[config.mk]
export PLATFORM = sky130hd
export DESIGN_NAME = ram_ctrl
export DESIGN_NICKNAME = d
export VERILOG_FILES = /design/src/rtl/ram_ctrl_pkg.sv /design/src/rtl/ram_ctrl_arb.sv /design/src/rtl/ram_ctrl.sv
export SDC_FILE = /design/constraint.sdc
export NUM_CORES = 1
export LEC_CHECK = 0
export BUFFER_PORTS_ARGS = -buffer_cell sky130_fd_sc_hd__buf_4
export CAP_MARGIN = 20
export CORE_MARGIN = 4
export CORE_UTILIZATION = 40
export DETAILED_ROUTE_END_ITERATION = 8
export PLACE_DENSITY = 0.71
export SLEW_MARGIN = 20
export SYNTH_ARGS = -nofsm -noshare
export SYNTH_HDL_FRONTEND = slang
export SYNTH_SLANG_ARGS = --single-unit
[constraint.sdc]
create_clock -name i_clk -period 4.89 [get_ports i_clk]
set_input_delay 0.978 -clock i_clk [delete_from_list [all_inputs] [get_ports i_clk]]
set_output_delay 0.978 -clock i_clk [all_outputs]
set_load 0.01 [all_outputs]
[src/rtl/ram_ctrl_pkg.sv]
// Shared definitions for the two-client RAM access sequencer.
//   state_t            : sequencer FSM states
//   CLIENT_VIDEO/LOADER: client index constants
//   WRITE_HOLD         : cycles the write strobe stays high
//   DEF_TIMEOUT_CYCLES : default read-wait limit
package ram_ctrl_pkg;

    typedef enum logic [1:0] {
        ST_IDLE    = 2'd0,
        ST_STROBE  = 2'd1,
        ST_RELEASE = 2'd2
    } state_t;

    localparam int unsigned N_CLIENTS          = 2;
    localparam int unsigned CLIENT_VIDEO       = 0;
    localparam int unsigned CLIENT_LOADER      = 1;
    localparam int unsigned WRITE_HOLD         = 2;
    localparam int unsigned DEF_TIMEOUT_CYCLES = 15;

endpackage

[src/rtl/ram_ctrl_arb.sv]
// 2-way round-robin arbiter.
//   clk, rst : clock, synchronous active-high reset
//   req      : per-client request vector
//   en       : grant is being taken this cycle (updates the pointer)
//   grant_c  : combinational one-hot grant
module ram_ctrl_arb
    import ram_ctrl_pkg::*;
(
    input  logic       clk,
    input  logic       rst,
    input  logic [1:0] req,
    input  logic       en,
    output logic [1:0] grant_c
);

    // Index of the client granted most recently
    logic last;

    // On a tie, favour the client that was not served last
    always_comb begin
        grant_c = req;
        if (req == 2'b11) begin
            grant_c = (last == 1'(CLIENT_LOADER)) ? 2'(1 << CLIENT_VIDEO)
                                                  : 2'(1 << CLIENT_LOADER);
        end
    end

    always_ff @(posedge clk) begin
        if (rst) begin
            last <= 1'(CLIENT_LOADER);
        end else if (en && (grant_c != 2'b00)) begin
            last <= grant_c[1];
        end
    end

endmodule

[src/rtl/ram_ctrl.sv]
// Two-client access sequencer in front of the edge-triggered game RAM.
// Accepts one request at a time, drives the RAM strobe for the required
// time, returns read data with a valid pulse, then forces one strobe-low
// cycle so every access presents a fresh rising edge.
// Optional feature macro: RAM_CTRL_TIMEOUT_EN (read-wait timeout, o_err).
// Ports:
//   i_clk, i_rst                      : clock, synchronous active-high reset
//   i_req, i_we                       : per-client request / write select
//   i_addr0/1, i_wdata0/1             : per-client address / write data
//   o_ack, o_rvalid                   : per-client accept / read-data pulses
//   o_rdata, o_err, o_busy            : read data, timeout flag, not-idle
//   o_ram_read, o_ram_write           : RAM strobes (levels)
//   o_ram_read_addr/write_addr/wdata  : RAM address and data
//   i_ram_data, i_ram_valid           : RAM read return
module ram_ctrl
    import ram_ctrl_pkg::*;
#(
    parameter int unsigned ADDR_W         = 8,
    parameter int unsigned DATA_W         = 8,
    parameter int unsigned TIMEOUT_CYCLES = DEF_TIMEOUT_CYCLES
) (
    input  logic                 i_clk,
    input  logic                 i_rst,
    input  logic [N_CLIENTS-1:0] i_req,
    input  logic [N_CLIENTS-1:0] i_we,
    input  logic [ADDR_W-1:0]    i_addr0,
    input  logic [ADDR_W-1:0]    i_addr1,
    input  logic [DATA_W-1:0]    i_wdata0,
    input  logic [DATA_W-1:0]    i_wdata1,
    output logic [N_CLIENTS-1:0] o_ack,
    output logic [N_CLIENTS-1:0] o_rvalid,
    output logic [DATA_W-1:0]    o_rdata,
    output logic                 o_err,
    output logic                 o_busy,
    output logic                 o_ram_read,
    output logic                 o_ram_write,
    output logic [ADDR_W-1:0]    o_ram_read_addr,
    output logic [ADDR_W-1:0]    o_ram_write_addr,
    output logic [DATA_W-1:0]    o_ram_wdata,
    input  logic [DATA_W-1:0]    i_ram_data,
    input  logic                 i_ram_valid
);

    localparam int unsigned HOLD_W = (WRITE_HOLD > 2) ? $clog2(WRITE_HOLD) : 1;

    if (TIMEOUT_CYCLES == 0) begin : g_bad_timeout
        $error("TIMEOUT_CYCLES must be nonzero");
    end

    state_t                state, state_nxt;
    logic                  cmd_we, we_nxt;
    logic                  cmd_client, client_nxt;
    logic [HOLD_W-1:0]     hold_cnt, hold_nxt;
    logic [N_CLIENTS-1:0]  ack_nxt, rvalid_nxt;
    logic [DATA_W-1:0]     rdata_nxt, wdata_nxt;
    logic [ADDR_W-1:0]     raddr_nxt, waddr_nxt;
    logic                  read_nxt, write_nxt, busy_nxt;
    logic                  arb_en;
    logic [1:0]            grant_c;

`ifdef RAM_CTRL_TIMEOUT_EN
    localparam int unsigned TMO_W = (TIMEOUT_CYCLES > 2) ? $clog2(TIMEOUT_CYCLES) : 1;
    logic [TMO_W-1:0] tmo_cnt, tmo_nxt;
    logic             err_nxt;
`else
    assign o_err = 1'b0;
`endif

    ram_ctrl_arb u_arb (
        .clk     (i_clk),
        .rst     (i_rst),
        .req     (i_req),
        .en      (arb_en),
        .grant_c (grant_c)
    );

    // State and registered outputs
    always_ff @(posedge i_clk) begin
        if (i_rst) begin
            state            <= ST_IDLE;
            cmd_we           <= 1'b0;
            cmd_client       <= 1'b0;
            hold_cnt         <= '0;
            o_ack            <= '0;
            o_rvalid         <= '0;
            o_rdata          <= '0;
            o_busy           <= 1'b0;
            o_ram_read       <= 1'b0;
            o_ram_write      <= 1'b0;
            o_ram_read_addr  <= '0;
            o_ram_write_addr <= '0;
            o_ram_wdata      <= '0;
`ifdef RAM_CTRL_TIMEOUT_EN
            tmo_cnt          <= '0;
            o_err            <= 1'b0;
`endif
        end else begin
            state            <= state_nxt;
            cmd_we           <= we_nxt;
            cmd_client       <= client_nxt;
            hold_cnt         <= hold_nxt;
            o_ack            <= ack_nxt;
            o_rvalid         <= rvalid_nxt;
            o_rdata          <= rdata_nxt;
            o_busy           <= busy_nxt;
            o_ram_read       <= read_nxt;
            o_ram_write      <= write_nxt;
            o_ram_read_addr  <= raddr_nxt;
            o_ram_write_addr <= waddr_nxt;
            o_ram_wdata      <= wdata_nxt;
`ifdef RAM_CTRL_TIMEOUT_EN
            tmo_cnt          <= tmo_nxt;
            o_err            <= err_nxt;
`endif
        end
    end

    // Next-state and next-output logic
    always_comb begin
        state_nxt  = state;
        we_nxt     = cmd_we;
        client_nxt = cmd_client;
        hold_nxt   = hold_cnt;
        ack_nxt    = '0;
        rvalid_nxt = '0;
        rdata_nxt  = o_rdata;
        read_nxt   = o_ram_read;
        write_nxt  = o_ram_write;
        raddr_nxt  = o_ram_read_addr;
        waddr_nxt  = o_ram_write_addr;
        wdata_nxt  = o_ram_wdata;
        arb_en     = 1'b0;
`ifdef RAM_CTRL_TIMEOUT_EN
        tmo_nxt    = tmo_cnt;
        err_nxt    = 1'b0;
`endif

        unique case (state)
            ST_IDLE: begin
                if (grant_c != 2'b00) begin
                    arb_en     = 1'b1;
                    client_nxt = grant_c[1];
                    we_nxt     = i_we[grant_c[1]];
                    ack_nxt    = grant_c;
                    hold_nxt   = '0;
`ifdef RAM_CTRL_TIMEOUT_EN
                    tmo_nxt    = '0;
`endif
                    if (i_we[grant_c[1]]) begin
                        write_nxt = 1'b1;
                        waddr_nxt = grant_c[1] ? i_addr1 : i_addr0;
                        wdata_nxt = grant_c[1] ? i_wdata1 : i_wdata0;
                    end else begin
                        read_nxt  = 1'b1;
                        raddr_nxt = grant_c[1] ? i_addr1 : i_addr0;
                    end
                    state_nxt = ST_STROBE;
                end
            end

            ST_STROBE: begin
                if (cmd_we) begin
                    // RAM latches address on the first edge, data on the last
                    if (hold_cnt == HOLD_W'(WRITE_HOLD - 1)) begin
                        write_nxt = 1'b0;
                        state_nxt = ST_RELEASE;
                    end else begin
                        hold_nxt = hold_cnt + HOLD_W'(1);
                    end
                end else if (i_ram_valid) begin
                    rdata_nxt              = i_ram_data;
                    rvalid_nxt[cmd_client] = 1'b1;
                    read_nxt               = 1'b0;
                    state_nxt              = ST_RELEASE;
                end
`ifdef RAM_CTRL_TIMEOUT_EN
                // Valid on the timeout edge takes priority (branch above)
                else if (tmo_cnt == TMO_W'(TIMEOUT_CYCLES - 1)) begin
                    rdata_nxt              = '0;
                    rvalid_nxt[cmd_client] = 1'b1;
                    err_nxt                = 1'b1;
                    read_nxt               = 1'b0;
                    state_nxt              = ST_RELEASE;
                end else begin
                    tmo_nxt = tmo_cnt + TMO_W'(1);
                end
`endif
            end

            ST_RELEASE: begin
                state_nxt = ST_IDLE;
            end

            default: begin
                state_nxt = ST_IDLE;
            end
        endcase

        busy_nxt = (state_nxt != ST_IDLE);
    end

endmodule

==> results summary, run 1 <==
The initial core utilization came out at 0.4246. The first-iteration detailed-routing DRC count is 98. The count of flip-flops with a built-in enable after synthesis came out at 0. The largest area contributor in the synthesized netlist is sky130_fd_sc_hd__dfxtp_1. The max-cap violation count came out at 0. Of the total power, the share spent switching nets is 0.2886. STA classifies the critical path endpoint as a flop. The number of global-route vias before repair came out at roughly 1900. The library cell used most frequently in the layout, excluding fill and tap cells, is sky130_fd_sc_hd__buf_4.

The class of the most critical hold timing path is reg -> reg. For this run, the detailed router's first-pass iteration total came to 4. The mux contribution to synthesized area is 0.004831. The total number of H-tree levels came out at 2. The fraction of final layout cells sized beyond drive strength 1 came out at 0.3355.

The final design utilization came out at 0.5710. The clock passes through at most 2 buffers. On the worst path, the slowest cell contributes a delay of about 770 ps. The global-route wire length before repair is slightly below 9000 µm. The final critical path time including I/O delays and setup is between 3000 and 4000 ps. The net count of the mapped netlist came out at 290. The maximum fanout encountered on the critical timing path is 26. The total I/O pin count is between 80 and 90.

The die covers around 6400 µm². Clock-pin slew was measured on the worst setup and hold paths at about 90 ps. The routed design has between 5000 and 6000 µm of wire. Summed over all failing endpoints, the final setup total negative slack is 0 ps. STA puts the critical path data arrival time at between 3000 and 4000 ps. The leakage power summed over all cells is 1.133 nW. STA classifies the critical path startpoint as an input port. Setup violations remaining at the end of the flow were counted as 0.

The count of hold-fix buffers inserted at cts came out at 0. In the routed layout, each cell is associated on average with a via count of 5.034. The number of instances resized during post-cts repair is 0. The TritonCTS buffer count came out at 5. From bottom edge to top edge, the die measures ~80 µm. The routed via count came out at around 1900. The overall track demand over capacity in global routing is 0.1760. The share of total power dissipated in sequential elements is 0.487. For the pin with the worst max-slew slack, the measured transition is roughly 870 ps. The internal power contribution is 615.1 µW. The fraction of the mapped netlist area in compound gates came out at 0.2464. The final antenna-violating net count came out at 0.

The maximum number of pins on one net before global-route repair came out at between 40 and 50. The sum of buffers and inverters on the critical path is 1. The sequential fraction of the synthesis area is 0.4348. The final hold violation count came to 0.

The number of setup buffers added after CTS is 0. In the layout the commonest cells are sky130_fd_sc_hd__buf_4, sky130_fd_sc_hd__dfxtp_1, sky130_fd_sc_hd__a21oi_1. The HPWL after detailed placement is 3782 µm. The mean routed wirelength per cell came out at between 10 and 15 µm. The synthesized-area fraction occupied by adder cells came out at 0.

Yosys attributes the largest share of cell area to sky130_fd_sc_hd__dfxtp_1, sky130_fd_sc_hd__nand3b_1, sky130_fd_sc_hd__a21oi_1. The synthesized area divided by synthesized cell count came out at 8.527 µm². The later-pin clock latency in the skew report is roughly 290 ps. The horizontal extent of the die is 79.97 µm. Of the available clock period, the critical path in the final layout requires 0.6668.

Setup repair after global routing left no endpoint under its margin. The share of synthesized area in the top cell type comes to 0.4348. Broken down by cell family, the worst path's largest delay share belongs to multiplexers. The primary flip-flop cell chosen by synthesis mapping is sky130_fd_sc_hd__dfxtp_1. The placeable core area is a little under 5000 µm². The number of rows created at floorplan came out at 25. The final net count is 360. The total power came out at approximately 860 µW. The summed instance area of the synthesized netlist came out at 2072 µm².

The post-synthesis cell type count came out at 32. The clock drives 45 sinks. The fraction of registers with async set or reset after synthesis is 0. The critical path goes through buf_4 -> a21boi_4 -> mux2i_1 -> nand2b_1 -> a211oi_1.

In this run the power density over the cells is between 300 and 400 nW/µm². By area, the combinational part of the netlist is dominated by compound AO/OA/AOI/OAI gates. The critical path required time came out at ~5000 ps. The number of antenna cells inserted came out at 0.

IR analysis of the VDD net gives a maximum drop of approximately 0.00016 V. The final max-slew violation count was 0. The max-slew headroom at the worst pin came out at 0.4231. The maximum clock frequency came out at 0.3067 GHz. The number of warnings issued by yosys is 0.

The initial antenna violation count is 0. The critical path is of the in -> reg type. In this run the power spent charging and discharging nets is approximately 250 µW.

The signed area change from the synthesized netlist to the final layout is 34.48%. The flow ran to the end, and the final reports show no timing, DRC or antenna violations. The number of input and output port buffers inserted came out at 85. The combinational share of power came out at 0.246. The instance count of the mapped netlist is roughly 240. The root buffer cell is sky130_fd_sc_hd__clkbuf_8. The clock share of power is 0.268. The share of the synthesized netlist area taken by xor and xnor gates is 0.

On the critical path, the stage with the largest delay is an instance of sky130_fd_sc_hd__mux2i_1. After synthesis the netlist holds a flip-flop and latch count of 45. The clock tree from TritonCTS is built.

For this run the aggregate overflow at the end of global routing stands at 0. In the routed design, unresolved DRC markers number 0. The last weighted congestion value of the routability-driven placer is approximately 0.79.

The maximum clock skew at final layout is a little over 9 ps. Of the total synthesized cell area, the portion taken by AND, OR, NAND and NOR gates is 0.2343.
through the flow:
| step | instance area [µm²] | cells | hold WS (ps) | worst slack [ps] |
|---|---|---|---|---|
| 6_report | 2786 | 380 | 455.5 | 1629 |
| 5_1_grt | 2786 | 380 | 474.5 | 1446 |
| 4_1_cts | 2786 | 380 | 457.7 | 1631 |
| 3_5_place_dp | 2700 | 373 | 446.0 | 1312 |
| 3_3_place_gp | 2700 | 373 | 443.3 | 1418 |
| 2_1_floorplan | 2072 | 243 | 417.1 | 2678 |
worst min-delay path, cell delays in order, from the launching register on:
cell	delay, ps
sky130_fd_sc_hd__dfxtp_1	310
sky130_fd_sc_hd__nand2_1	50
sky130_fd_sc_hd__a21oi_1	50
synth_stat cells (all sizes together) (2+ instances only):
master  number
nor2         5
a21oi       35
nand2       34
clkbuf      18
a22oi        2
nor4         2
inv         16
nor3         4
nand2b       4
o21a         2
buf          5
a311oi       8
a211oi      17
nand3b      32
dfxtp       45
per-layer routing:
| metal | wire [µm] | vias up | GRT usage |
|---|---|---|---|
| met5 | 0 | - | 0 |
| met4 | 45 | 0 | 0.05574 |
| met3 | 372 | 4 | 0.06321 |
| met2 | 2706 | 48 | 0.2972 |
| met1 | 2343 | 877 | 0.2065 |
| li1 | - | 984 | - |
final timing paths:
check / slack (ps) / cells after the start / start / end
setup / recovery: 1630 / 5 / i_req[0] / o_ram_wdata[6]
hold / removal: 460 / 2 / o_rdata[1] / o_rdata[1]
setup reg to reg: 2080 / 4 / u_arb.last / o_ram_wdata[6]
hold reg to reg: 460 / 2 / o_rdata[1] / o_rdata[1]
cell type report:
type                    instances  area (µm²)
clock buffers                   7       86.33
multi-input cells             159        1010
inverters                      16       60.06
well taps                      67       83.83
repair buffers                 86       645.6
flip-flops and latches         45       900.9
fillers                       478        2093
registers in the layout, summed over array words and instances (netlist names):
name and count:
cmd_client 1, cmd_we 1, hold_cnt 1, o_ack 2, o_busy 1, o_ram_read 1, o_ram_read_addr 8, o_ram_wdata 8
o_ram_write 1, o_ram_write_addr 8, o_rdata 8, o_rvalid 2, state 2, u_arb.last 1
kinds of logic after synthesis:
logic type	Yosys count
flip-flops	45
AO/OA/AOI/OAI	70
buffers and inverters	39
other	1
AND/OR/NAND/NOR	87
multiplexers	1
power by group through the flow:
stage                     registers (mW)  clock network (mW)  logic, mW
after floorplan                    0.440                   0      0.109
after global placement             0.430                   0      0.210
after detailed placement           0.428                   0      0.214
after CTS                          0.421               0.239      0.215
after global routing               0.425               0.255      0.234
final                              0.421               0.232      0.212
No activity file was read; power rests on OpenSTA's default activity.
==> run 2, diff against run 1 <==
--- a/config.mk
+++ b/config.mk
@@ -10,7 +10,7 @@
 export CORE_MARGIN = 4
 export CORE_UTILIZATION = 40
 export DETAILED_ROUTE_END_ITERATION = 8
-export PLACE_DENSITY = 0.71
+export PLACE_DENSITY = 0.73
 export SLEW_MARGIN = 20
 export SYNTH_ARGS = -nofsm -noshare
 export SYNTH_HDL_FRONTEND = slang
==> constraint.sdc (replaced) <==
create_clock -name i_clk -period 2.84 [get_ports i_clk]
set_input_delay 0.568 -clock i_clk [delete_from_list [all_inputs] [get_ports i_clk]]
set_output_delay 0.568 -clock i_clk [all_outputs]
set_load 0.01 [all_outputs]
==> run 2 against run 1 <==
Routed wire length up 0.73%. Sequential power up 72%. Sequential share of layout area down 0.30 points. Largest power group unchanged. Combinational power up 76%. Clock-buffer cell count down 2. Worst setup slack worse by 600 ps. Global-route usage up 0.66 points. Clock power up 74%. Hold slack better by 2.6 ps. Via count up 2.8%. Critical endpoint is now o_ram_write_addr[3].
==> results summary, run 2 (synthesis results as in run 1) <==
The run finished with clean final reports. The worst slack at placement is 768.6 ps. Data arrives at the worst endpoint at roughly 2000 ps. The kind of start point of the critical path is a flop. In this run the core area contains 25 standard-cell rows. The last weighted congestion value of the routability-driven placer came out at ~0.85. The number of antenna cells inserted came out at 0. Based on the critical path, the design can be clocked at up to roughly 0.55 GHz. Counting tap cells, the placed design contains a total of 376 instances. The most common cell after layout, fill and taps aside is sky130_fd_sc_hd__buf_4. The summed area of non-filler cells in the final layout is about 2800 µm². The initial antenna violation count was 0.

The total net switching power is 457.1 µW. The number of design rule violations left after detail routing came out at 0. Leaving out fill and tap cells, the most frequent cells in the layout are sky130_fd_sc_hd__buf_4, sky130_fd_sc_hd__dfxtp_1, sky130_fd_sc_hd__a21oi_1. The maximum number of pins on one net before global-route repair came out at 46. The final max-slew violation count came out at 0. TritonCTS built the clock tree. Clock tree synthesis inserted a total of 5 buffers. The area enclosed by the die boundary came out at 6395 µm². The setup slack of the worst register-to-register path came out at 1030 ps. For this configuration, the core starts out at a cell density of 0.4246. Clock skew on the completed layout was measured at 11.80 ps. The overall track demand over capacity in global routing came out at 0.1826. The total power is around 1.5 mW. The combinational share of power came out at 0.249.

Power spread over the standard cell area amounts to around 530 nW/µm². The clock passes through at most 2 buffers. The path class of the tightest hold or removal check is reg -> reg. At the end of the flow the core is filled with cells to 0.5764. Across the run, the number of max-cap violations was 0. The setup violation total in the final timing report came out at 0. The clock share of power is 0.269.

The routed via count came out at 1966. The mean routed wirelength per cell is 14.34 µm. The origin of the worst setup path is state[0]. Clock-pin slew was measured on the worst setup and hold paths at roughly 90 ps. The total I/O pin count is 87. The number of input and output port buffers inserted is 85. The total congestion overflow after global routing came out at 0. The worst vdd rail ir drop is between 0.0002 and 0.0003 V.

After floorplanning, the core was sized to cover a little under 5000 µm². The root buffer cell chosen for the clock tree is sky130_fd_sc_hd__clkbuf_8. The count of hold-fix buffers inserted at cts is 0. The total length of routed wires is roughly 5500 µm. The later-pin clock latency in the skew report is 300 ps. In the final layout, the share of cells above drive strength 1 is 0.3470.

The maximum fanout encountered on the critical timing path came out at 16. The cell type of the slowest stage on the worst timing path is sky130_fd_sc_hd__o21a_1. The final layout contains ~360 nets. The signed area change from the synthesized netlist to the final layout came out at 35.75%. Of the total power, the share spent switching nets is 0.3042. The worst pin sits at a relative slew slack of 0.6121.

The number of buffers and inverters on the critical path is 1. The number of global-route vias before repair is 1923. The worst setup path is captured at a flop. Cell internal power was estimated by the tool at about 1.0 mW. The tightest hold margin is 458.1 ps. The per-cell via count in the routed design is between 5 and 6. Following the worst setup path forward leads to its endpoint at o_ram_write_addr[3]. The final critical path time including I/O delays and setup came out at ~1800 ps. In the post-route analysis, the smallest setup slack over all paths is between 1000 and 1500 ps. The worst register-to-register path begins at state[0]. The global-route wire length before repair came out at slightly above 9000 µm.

The H-tree was split into 2 levels. The slew at the pin with the worst max-slew slack is slightly below 600 ps. The final hold violation count was 0. The number of iterations in the first detailed-routing pass is 4. From bottom edge to top edge, the die measures 79.97 µm. On the worst path, the slowest cell contributes a delay of 420 ps. The instance area at placement is ~2700 µm². The number of instances resized during post-cts repair is 0. The leakage power summed over all cells is between 1 and 1.5 nW. The share of total power dissipated in sequential elements is 0.482. The critical path is of the reg -> reg type. The number of cells on the critical path came out at 5. The horizontal extent of the die is roughly 80 µm. For the worst flop-to-flop path, the logic depth is 5. After clock tree synthesis, the setup repair step added 0 buffers. The filler-free cell count of the finished design is between 300 and 400. The detailed router finished its first iteration with between 70 and 80 violations. The critical path required time is 3030 ps.

The detailed placer's ending HPWL came out at a little under 4000 µm. Dividing the final minimum period by the clock period gives 0.6379. The final antenna-violating net count is 0. Walking the worst path, the cells encountered are nor2_1 -> o21a_1 -> nand2b_1 -> buf_4 -> a211oi_1. The CTS sink count is between 40 and 50. The setup TNS came out at 0 ps. Among cell families on the critical path, the largest total delay comes from compound AO/OA/AOI/OAI gates. The worst register-to-register path ends at o_ram_write_addr[3].

Setup repair after global routing left no endpoint under its margin.
-- run 2: cell types whose count changed in the layout (fill, tap and decap cells not counted) --
cell                         change
sky130_fd_sc_hd__buf_4           +3
sky130_fd_sc_hd__clkbuf_1        -1
sky130_fd_sc_hd__clkbuf_8        -1
sky130_fd_sc_hd__clkinv_2        +1
sky130_fd_sc_hd__clkinvlp_4      +1
sky130_fd_sc_hd__inv_6           +1
-- run 2: metal layers --
metal,GRT usage,up-vias,wire length (µm)
li1,-,998,-
met5,0,-,0
met3,0.05756,5,518
met4,0.05068,0,48
met2,0.2906,62,2612
met1,0.2372,901,2329
-- run 2: cell type report --
class | count | area, µm²
Tap cell | 67 | 83.83
Fill cell | 485 | 2067
Sequential cell | 45 | 900.9
Inverter | 16 | 60.06
Clock inverter | 3 | 21.27
Timing Repair Buffer | 89 | 668.1
Clock buffer | 5 | 68.82
Multi-Input combinational cell | 159 | 1010
-- run 2: how the worst min path moves through the flow --
stage	startpoint	end	slack (ps)	cells past startpoint
after floorplan	cmd_client	o_rvalid[0]	420	1
after global placement	o_rdata[5]	o_rdata[5]	440	2
after detailed placement	cmd_client	o_rvalid[0]	450	1
after CTS	cmd_client	o_rvalid[0]	460	1
after global routing	o_ram_wdata[2]	o_ram_wdata[2]	480	2
final	o_rdata[6]	o_rdata[6]	460	2
-- run 2: worst reg2reg max path: cells and delay by family, from the launching register on --
family / cells / cell delay, ps
compound gates: 2 / 720
flops: 1 / 380
simple gates: 2 / 370
buf+inv: 1 / 230
-- run 2: power by group through the flow --
stage | registers (mW) | logic, mW | clock network (mW)
CTS | 0.724 | 0.377 | 0.416
global route | 0.732 | 0.413 | 0.444
detailed placement | 0.738 | 0.376 | 0
finish | 0.724 | 0.374 | 0.404
floorplan | 0.758 | 0.187 | 0
global placement | 0.738 | 0.371 | 0
==> run 3, diff against run 2 <==
==> constraint.sdc (replaced) <==
create_clock -name i_clk -period 1.47 [get_ports i_clk]
set_input_delay 0.294 -clock i_clk [delete_from_list [all_inputs] [get_ports i_clk]]
set_output_delay 0.294 -clock i_clk [all_outputs]
set_load 0.01 [all_outputs]
==> run 3 against run 2 <==
Highest routed layer unchanged. Hold slack lost 220 ps. Utilization increased by 4.2 points. Sequential power up 93%. Clock-buffer cell count increased by 2. Clock power is 140% higher. First-iteration DRC count increased by 1.3%. Largest power group unchanged.
==> results summary, run 3 (synthesis results as in run 1) <==
The critical path's top delay family is flip-flops. The filler-free cell count of the finished design is 400. The TritonCTS buffer count came out at 5. The number of global-route vias before repair came out at between 2000 and 2500. The die covers 6395 µm². The worst setup path is launched from a flop. The number of antenna cells inserted is 0. The final critical path time including I/O delays and setup came out at roughly 1400 ps. The pre-antenna-repair detailed-routing pass consisted of 4 iterations. The finished cells cover 3018 µm². Setup repair after global routing could not meet its margin everywhere.

The instance area at placement is 2864 µm². The initial utilization of the core area, before any placement, comes to 0.4246. At the worst endpoint, the required time is 1620 ps. After layout, the worst setup slack is 56.84 ps.

For the pin with the worst max-slew slack, the measured transition is ~540 ps. The per-cell via count in the routed design came out at ~5.3. The final hold violation count came out at 0. The count of hold-fix buffers inserted at cts is 0. For this run, the total global-route usage over all layers was measured as 0.1892. In this run the count of I/O pins placed on the die edge is between 80 and 90. At the end of routability-driven placement, the weighted congestion stood at ~0.84. The floorplan step defined a core boundary enclosing between 4000 and 5000 µm². In the final design database the tool counted between 300 and 400 nets.

The internal power contribution is ~2.3 mW. The setup TNS is 0 ps. Relative to the synthesized area, the layout overhead comes to 45.65%. The part of the power in registers is 0.440. The final antenna-violating net count is 0. The total congestion overflow after global routing is 0. In the finished design, the share of the clock period the worst path needs comes to 0.9613.

Of all nets on the critical path, the largest fanout is 7. The proportion of total power due to net switching came out at 0.2733. Power comes to around 3.2 mW. Counting tap cells, the placed design contains a total of about 390 instances. The tightest hold margin is approximately 240 ps.

The max-slew headroom at the worst pin came out at 0.6404. The first global-routing pass estimated about 9600 µm of wire. Dividing the detail-routed wire length by the instance count gives 14.89 µm. The number of rows created at floorplan came out at 25. The signal on the critical path passes through a21boi_4 -> mux2i_4 -> nand2b_1 -> buf_4 -> a211oi_2.

The longest individual stage delay on the worst path came out at between 300 and 400 ps. After legalization and detailed placement, the total HPWL measured 4306 µm. Among all stages on the critical path, the largest delay is contributed by sky130_fd_sc_hd__dfxtp_2. At the worst endpoint, the arrival time is 1570 ps. TritonCTS built the clock tree.

Of the cells placed in the final design, the portion with a size suffix greater than 1 is 0.3964. The clock transition at the register clock pins on the worst setup and hold paths after CTS is roughly 80 ps. The routed via count is 2108. For this block, the routed nets add up to roughly 6000 µm of wire. Clock tree synthesis selected as its root buffer the cell sky130_fd_sc_hd__clkbuf_8.

The critical path class is reg -> reg. The library cell used most frequently in the layout, excluding fill and tap cells, is sky130_fd_sc_hd__buf_4. The final max-slew violation count is 0. For this run, the top clock speed supported by timing is between 0.7 and 0.8 GHz. The total number of H-tree levels came out at 2. The class of the most critical hold timing path is in -> reg.

The max-cap violation count came out at 0. The run finished with clean final reports. The initial antenna violation count came to 0. The sum of buffers and inverters on the critical path came out at 1. The floorplan step set the die width to between 70 and 80 µm. From bottom edge to top edge, the die measures around 80 µm. For this run, the share of the core covered by cells in the final layout is 0.6185. In the layout the commonest cells are sky130_fd_sc_hd__buf_4, sky130_fd_sc_hd__dfxtp_1, sky130_fd_sc_hd__a21oi_1, sky130_fd_sc_hd__nand2_1, sky130_fd_sc_hd__nand3b_1. The clock passes through at most 2 buffers. The total net switching power came out at between 800 and 900 µW. In this run the static leakage power is between 1 and 1.5 nW. Setup violations remaining at the end of the flow were counted as 0.

The maximum clock skew at final layout came out at 7.664 ps. The combinational share of power came out at 0.259. The clock share of power came out at 0.301. The CTS sink count is between 40 and 50. The number of design rule violations left after detail routing came out at 0.

The worst vdd rail ir drop is 0.0004767 V. The first-iteration detailed-routing DRC count is 77. The maximum number of pins on one net before global-route repair is between 40 and 50. The number of input and output port buffers inserted is 85.

The worst slack at placement is -120.8 ps. The ratio of total power to cell area came out at approximately 1100 nW/µm². The later pin in the worst-skew pair is clocked with a latency of a little under 300 ps. The kind of capture point of the worst setup path is a flop.
-- run 3: cell type report --
type                       instances  area, µm²
fill                             474       1862
multi-input combinational        159       1039
sequential                        45      902.1
timing repair buffer             105      817.0
clock buffer                       7      86.33
tap                               67      83.83
inverter                          16      60.06
clock inverter                     1      30.03
-- run 3: what timing repair did --
| action | CTS | global route |
|---|---|---|
| cloned | 0 | 0 |
| resized for setup | 2 | 6 |
| endpoints found under the hold margin | 0 | 0 |
| setup endpoints to repair | 17 | 23 |
| pin swaps | 1 | 4 |
| buffers inserted | 0 | 1 |
-- run 3: power groups by stage --
stage                     clock [mW]  sequential (mW)  combinational [mW]
after global routing            1.04             1.41               0.901
after floorplan                    0             1.46               0.374
final                          0.955             1.40               0.822
after detailed placement           0             1.43               0.803
after CTS                      0.980             1.40               0.808
after global placement             0             1.42               0.791
-- run 3: worst paths after layout --
check	startpoint	endpoint	slack (ps)	depth (start not counted)
setup / recovery	u_arb.last	o_ram_wdata[2]	60	5
hold / removal	i_ram_data[1]	o_rdata[1]	240	3
setup reg to reg	u_arb.last	o_ram_wdata[2]	60	5
hold reg to reg	o_rdata[6]	o_rdata[6]	460	2
-- run 3: metal layers --
layer	GRT usage	vias to the layer above	share of wire
met1	0.2472	987	0.43
met2	0.3154	84	0.47
met3	0.04063	9	0.083
met5	0	-	0
li1	-	1028	-
met4	0.04730	0	0.012
-- run 3: worst min-delay path, stage by stage --
cell and delay (ps):
sky130_fd_sc_hd__buf_4 110, sky130_fd_sc_hd__nand2_1 40, sky130_fd_sc_hd__a21oi_1 50
